### config.mk
export PLATFORM = sky130hd
export DESIGN_NAME = ar_freeze_ctrl
export DESIGN_NICKNAME = d
export VERILOG_FILES = /design/src/rtl/ar_pkg.sv /design/src/rtl/ar_req_arb.sv /design/src/rtl/ar_freeze_ctrl.sv
export SDC_FILE = /design/constraint.sdc
export NUM_CORES = 1
export LEC_CHECK = 0
export BUFFER_PORTS_ARGS = -buffer_cell sky130_fd_sc_hd__buf_4
export CORE_MARGIN = 2
export CORE_UTILIZATION = 29
export DETAILED_ROUTE_END_ITERATION = 7
export HOLD_SLACK_MARGIN = 0.02
export PLACE_DENSITY_LB_ADDON = 0.05
export SLEW_MARGIN = 20
export SYNTH_ARGS = -nofsm -noshare
export SYNTH_HDL_FRONTEND = slang
export SYNTH_SLANG_ARGS = --single-unit
### constraint.sdc
create_clock -name clk -period 2.6 [get_ports clk]
set_input_delay 0.26 -clock clk [delete_from_list [all_inputs] [get_ports clk]]
set_output_delay 0.26 -clock clk [all_outputs]
set_load 0.05 [all_outputs]
### src/rtl/ar_pkg.sv
// Shared definitions for the Action Replay freeze controller.
//  - ar_state_e        : freeze sequencer states
//  - AR_ST_*           : freeze cause codes reported on status
//  - AR_INT7_ACK_ADDR  : CPU word address of the level-7 autovector acknowledge
package ar_pkg;

  typedef enum logic [1:0] {
    AR_IDLE   = 2'd0,
    AR_REQ    = 2'd1,
    AR_FROZEN = 2'd2,
    AR_RESUME = 2'd3
  } ar_state_e;

  localparam logic [1:0] AR_ST_FREEZE = 2'b00;
  localparam logic [1:0] AR_ST_BREAK  = 2'b01;
  localparam logic [1:0] AR_ST_RESET  = 2'b11;

  localparam logic [22:0] AR_INT7_ACK_ADDR = '1;

endpackage

### src/rtl/ar_req_arb.sv
// INT7 request arbiter for the Action Replay freeze controller.
// Detects freeze-key edges, tracks the low-memory "hit" flag used to qualify
// breakpoints, holds the one-shot reset trap and priority-encodes the sources.
//  clk, reset   : clock, synchronous active-low reset
//  aron, boot   : cartridge enabled / bootloader running (masks all requests)
//  freeze       : freeze key level
//  brk_en       : breakpoint circuit enabled
//  cpu_address  : CPU word address [23:1]
//  cpu_as_n     : CPU address strobe, active-low
//  active       : cartridge currently active (blocks freeze edges)
//  trap_clr     : disarm the reset trap (freeze entry acknowledged)
//  req          : a qualified request is present this clk
//  cause        : status code of the highest-priority source
module ar_req_arb
  import ar_pkg::*;
#(
  parameter logic [22:0] VEC_ADDR = 23'h000004,
  parameter logic [22:0] BRK_ADDR = 23'h5FF000
) (
  input  logic        clk,
  input  logic        reset,
  input  logic        aron,
  input  logic        boot,
  input  logic        freeze,
  input  logic        brk_en,
  input  logic [22:0] cpu_address,
  input  logic        cpu_as_n,
  input  logic        active,
  input  logic        trap_clr,
  output logic        req,
  output logic [1:0]  cause
);

  logic freeze_q;
  logic as_n_q;
  logic low_blk_q;   // address of the current bus cycle lies below byte $400
  logic hit_q;
  logic rst_trap_q;
  logic as_rise;
  logic fz_req;
  logic brk_req;
  logic rst_req;

  // History samples need no reset: they only feed edge detectors.
  always_ff @(posedge clk) begin
    freeze_q <= freeze;
    as_n_q   <= cpu_as_n;
    if (!cpu_as_n) begin
      low_blk_q <= (cpu_address[22:9] == '0);
    end
  end

  assign as_rise = cpu_as_n & ~as_n_q;

  always_ff @(posedge clk) begin
    if (!reset) begin
      hit_q      <= 1'b0;
      rst_trap_q <= 1'b1;
    end else begin
      if (as_rise) begin
        hit_q <= low_blk_q;
      end
      if (trap_clr) begin
        rst_trap_q <= 1'b0;
      end
    end
  end

  always_comb begin
    fz_req  = freeze & ~freeze_q & ~active;
    brk_req = brk_en & hit_q & ~cpu_as_n & (cpu_address == BRK_ADDR);
    rst_req = rst_trap_q & ~cpu_as_n & (cpu_address == VEC_ADDR);
    req     = aron & ~boot & (fz_req | brk_req | rst_req);
    if (fz_req) begin
      cause = AR_ST_FREEZE;
    end else if (brk_req) begin
      cause = AR_ST_BREAK;
    end else begin
      cause = AR_ST_RESET;
    end
  end

endmodule

### src/rtl/ar_freeze_ctrl.sv
// Action Replay freeze entry/exit sequencer.
// Raises INT7 on an arbitrated request, waits for the autovector acknowledge,
// then enables the chip-RAM overlay and the cartridge; the cartridge code
// retires each flag by writing its exit registers.
//  clk, reset   : clock, synchronous active-low reset
//  aron, boot   : cartridge enabled / bootloader running
//  freeze       : freeze key level
//  brk_en       : breakpoint circuit enabled
//  cpu_address  : CPU word address [23:1]
//  cpu_as_n     : CPU address strobe, active-low
//  cpu_rd       : CPU read cycle
//  exit_ovl     : write to $400006 (drop overlay)
//  exit_act     : write to $400000 (leave cartridge)
//  int7         : level-7 interrupt request
//  ovl          : chip-RAM overlay enable
//  active       : cartridge ROM/RAM visible
//  status       : freeze cause
//  ack_err      : sticky, INT7 abandoned without acknowledge
module ar_freeze_ctrl
  import ar_pkg::*;
#(
  parameter logic [22:0] VEC_ADDR    = 23'h000004,
  parameter logic [22:0] BRK_ADDR    = 23'h5FF000,
  parameter int unsigned ACK_TIMEOUT = 255
) (
  input  logic        clk,
  input  logic        reset,
  input  logic        aron,
  input  logic        boot,
  input  logic        freeze,
  input  logic        brk_en,
  input  logic [22:0] cpu_address,
  input  logic        cpu_as_n,
  input  logic        cpu_rd,
  input  logic        exit_ovl,
  input  logic        exit_act,
  output logic        int7,
  output logic        ovl,
  output logic        active,
  output logic [1:0]  status,
  output logic        ack_err
);

  localparam logic [7:0] TIMER_LOAD = 8'(ACK_TIMEOUT);

  ar_state_e  state_q, state_d;
  logic [7:0] timer_q, timer_d;
  logic       int7_q, int7_d;
  logic       ovl_q, ovl_d;
  logic       active_q, active_d;
  logic [1:0] status_q, status_d;
  logic       ack_err_q, ack_err_d;

  logic       ack_term;
  logic       ack_q;
  logic       ack_evt;
  logic       trap_clr;
  logic       req;
  logic [1:0] cause;

  // The acknowledge counts when the qualified term ends, so a multi-clk
  // acknowledge cycle yields exactly one event.
  assign ack_term = ~cpu_as_n & cpu_rd & (cpu_address == AR_INT7_ACK_ADDR);

  always_ff @(posedge clk) begin
    ack_q <= ack_term;
  end

  assign ack_evt  = ack_q & ~ack_term;
  assign trap_clr = aron & (state_q == AR_REQ) & ack_evt;

  ar_req_arb #(
    .VEC_ADDR (VEC_ADDR),
    .BRK_ADDR (BRK_ADDR)
  ) u_arb (
    .clk         (clk),
    .reset       (reset),
    .aron        (aron),
    .boot        (boot),
    .freeze      (freeze),
    .brk_en      (brk_en),
    .cpu_address (cpu_address),
    .cpu_as_n    (cpu_as_n),
    .active      (active_q),
    .trap_clr    (trap_clr),
    .req         (req),
    .cause       (cause)
  );

  always_comb begin
    state_d   = state_q;
    timer_d   = timer_q;
    int7_d    = int7_q;
    ovl_d     = ovl_q;
    active_d  = active_q;
    status_d  = status_q;
    ack_err_d = ack_err_q;
    if (!aron) begin
      state_d  = AR_IDLE;
      int7_d   = 1'b0;
      ovl_d    = 1'b0;
      active_d = 1'b0;
    end else begin
      case (state_q)
        AR_IDLE: begin
          if (req) begin
            state_d  = AR_REQ;
            int7_d   = 1'b1;
            status_d = cause;
            timer_d  = TIMER_LOAD;
          end
        end
        AR_REQ: begin
          timer_d = timer_q - 8'd1;
          // Acknowledge takes precedence over the expiring timer.
          if (ack_evt) begin
            state_d  = AR_FROZEN;
            int7_d   = 1'b0;
            ovl_d    = 1'b1;
            active_d = 1'b1;
          end else if (timer_d == '0) begin
            state_d   = AR_IDLE;
            int7_d    = 1'b0;
            ack_err_d = 1'b1;
          end
        end
        AR_FROZEN: begin
          if (exit_act) begin
            state_d  = AR_IDLE;
            ovl_d    = 1'b0;
            active_d = 1'b0;
          end else if (exit_ovl) begin
            state_d = AR_RESUME;
            ovl_d   = 1'b0;
          end
        end
        AR_RESUME: begin
          if (exit_act) begin
            state_d  = AR_IDLE;
            ovl_d    = 1'b0;
            active_d = 1'b0;
          end
        end
        default: state_d = AR_IDLE;
      endcase
    end
  end

  always_ff @(posedge clk) begin
    if (!reset) begin
      state_q   <= AR_IDLE;
      timer_q   <= '0;
      int7_q    <= 1'b0;
      ovl_q     <= 1'b0;
      active_q  <= 1'b0;
      status_q  <= AR_ST_RESET;
      ack_err_q <= 1'b0;
    end else begin
      state_q   <= state_d;
      timer_q   <= timer_d;
      int7_q    <= int7_d;
      ovl_q     <= ovl_d;
      active_q  <= active_d;
      status_q  <= status_d;
      ack_err_q <= ack_err_d;
    end
  end

  assign int7    = int7_q;
  assign ovl     = ovl_q;
  assign active  = active_q;
  assign status  = status_q;
  assign ack_err = ack_err_q;

endmodule

==> flow_summary.yaml <==
synth:
  synth_cell_types: 46
  ys_seq_area_share_pct: 36.1
  synthesis.nets: 176
  synth_edf_count: 1
  syn_area_per_cell_um2: 8.84
  synth_ff_type: "dfxtp_1"
  syn_inst: 141
  synth-async-reset-ratio_pct: 0
  synth_area_mm2: 0.00125
  synth_warnings: 0
  ys_ff_latch: 22
timing:
  rsz0062_at_grt: "no"
  hold_violations: 0
  maxSlewHeadroom_pct: 62.3
  whs_ps: 103
  slew_viol_final: 0
  fin_ws_ps: 618
  tightestPinTransition_ps: 561
  clock_skew_ps: 10.5
  setup_viol: 0
  fmax_mhz: 505
  finalCriticalPeriod_ps: 1980
  setup_tns_ps: 0
  min_period_over_period_pct: 76.2
detailed_routing:
  first_iter_violations: 57
  antenna_left: 0
  drt-total-wl_mm: 3.14
  drcViolationCount: 0
  vias_per_cell: 5.26
  vias: 1210
  wire_per_inst_um: 13.6
  dr.pass1.iters: 4
setup_path:
  cp-start-kind: "flip-flop"
  critPathMaxStageDelay_ps: 420
  crit_slowest_cell: "or3b_4"
  end_kind: "flip-flop"
  path_cells: "inv_1, ha_1, or3b_4, or4_1, nand4_1, nand2b_1, a221oi_2"
  reg2reg_from: "timer_q[0]$_SDFFE_PN0P_"
  path_class: "reg2reg"
  arrival_ps: 2170
  crit_required_ps: 2790
  path_max_fanout: 5
  worstSetupStartpoint: "timer_q[0]$_SDFFE_PN0P_"
power_and_ir_drop:
  power_density_mw_per_mm2: 417
  total_power_uw: 679
  p_leak_nw: 0.651
  ir_worst_vdd_mv: 0.370
final_layout:
  antennaDiodeCount: 0
  drive_gt1_share_pct: 30.6
  fin_nets: 216
  area_growth_syn_to_layout_pct: 30.6
  finalNonFillerCells: 230
  fillers: 430
  fin_area_mm2: 0.00163
  layout_commonest_cell: "buf_4"
  final_cell_mix: "buf_4 (38), dfxtp_1 (21), nand2_1 (15)"
  finish.utilization_pct: 40.1
placed_design:
  numPlacedInstances: 226
  place_area_mm2: 0.00158
  gp_congestion: 0.846
  io_buffers: 38
  pre_cts_ws_ps: 619
  dp_hpwl_mm: 2.52
global_route:
  antenna_found_initial: 0
  grt_pass1_vias: 1169
  grt_first_pass_wirelength_mm: 5.40
  grt_overflow: 0
  grt_use_total_pct: 13.6
  grt_max_degree: 13
clocking:
  numCtsBuffers: 3
  tritoncts: "done"
  post-cts-setup-buffer-count: 0
  cts_repair_resize_count: 0
  clk_pin_slew_ps: 80
  hold_buffers: 0
  clock_sinks: 22
  clock_latency_ps: 260
  cts_buffer_depth: 2
  htreeDepth: 1
  cts-root-buf: "clkbuf_8"
floorplan:
  start_util_pct: 30.7
  num_rows: 23
  core_mm2: 0.00406
  ios: 39
  die_y_um: 69.6
  fp.dieW_um: 69.6
  die_area_mm2: 0.00484
min_path:
  min_from: "freeze"
  min_path_type: "in2reg"
outcome:
  outcome: "finished clean"
run:
  drv_cap: 0
-- layout make-up --
| class | instances | area (µm²) | area share [%] |
|---|---|---|---|
| timing repair buffer | 38 | 285 | 17.5 |
| sequential | 22 | 450 | 27.7 |
| clock buffer | 4 | 45.0 | 2.77 |
| tap | 50 | 62.6 | 3.84 |
| multi-input combinational | 111 | 766 | 47.0 |
| inverter | 5 | 18.8 | 1.15 |
-- final timing paths --
path	end	slack, ps	cells after the start
worst min register to register	ovl$_SDFFE_PN0P_	470	2
worst min-delay path	u_arb.freeze_q$_DFF_P_	100	1
worst max register to register	int7$_SDFFE_PN0P_	620	7
worst max-delay path	int7$_SDFFE_PN0P_	620	7
-- per-layer routing --
layer | vias to the layer above | part of all wire (%) | global-route usage [%]
met5 | - | 0 | 0
met4 | 0 | 0.77 | 3.70
met3 | 2 | 4.8 | 3.92
met2 | 22 | 49 | 22.8
met1 | 571 | 45 | 17.0
li1 | 615 | - | -
-- cell families after synthesis --
logic type | share of synthesized area [%]
AOI/OAI and AO/OA | 19.7
xor gates and xnor gates | 1.41
adders and majority gates | 2.01
buffers and inverters | 2.41
DFF | 36.1
and+or+nand+nor | 38.4
-- report_power, final --
part	total (mW)	internal [mW]	switching (mW)
registers	0.355	0.348	0.00710
clock network	0.219	0.109	0.109
logic	0.106	0.0567	0.0495
total	0.679	0.513	0.166
-- state kept, by name (all words and copies together), names as in the netlist --
register,cells
timer_q,8
u_arb.low_blk_q,1
int7,1
u_arb.rst_trap_q,1
u_arb.hit_q,1
u_arb.as_n_q,1
active,1
u_arb.freeze_q,1
ack_err,1
status,2
ovl,1
ack_q,1
state_q,2
-- Yosys cell counts (3+ instances only) --
library cell / n / area, µm²
dfxtp_1: 21 / 420
nand2_1: 15 / 56.3
nor2_1: 8 / 30.0
nand4_1: 7 / 43.8
nor4_1: 7 / 43.8
a21oi_1: 6 / 30.0
inv_1: 5 / 18.8
nand3b_1: 5 / 37.5
nor3_1: 5 / 25.0
o21ai_0: 5 / 25.0
o211a_1: 4 / 40.0
clkbuf_1: 3 / 11.3
nand2b_1: 3 / 18.8
nand3_1: 3 / 15.0
nor2b_1: 3 / 18.8
or4_4: 3 / 33.8
-- worst max-delay path: cells and delay by family, from the launching register on --
family / cells / cell delay [ps]
adder cells (fa/ha/maj): 1 / 200
buffers and inverters: 1 / 70
flip-flops: 1 / 350
AND/OR/NAND/NOR: 4 / 1050
AO/OA/AOI/OAI: 1 / 240
Note: power is estimated with default switching activity, not from simulation.
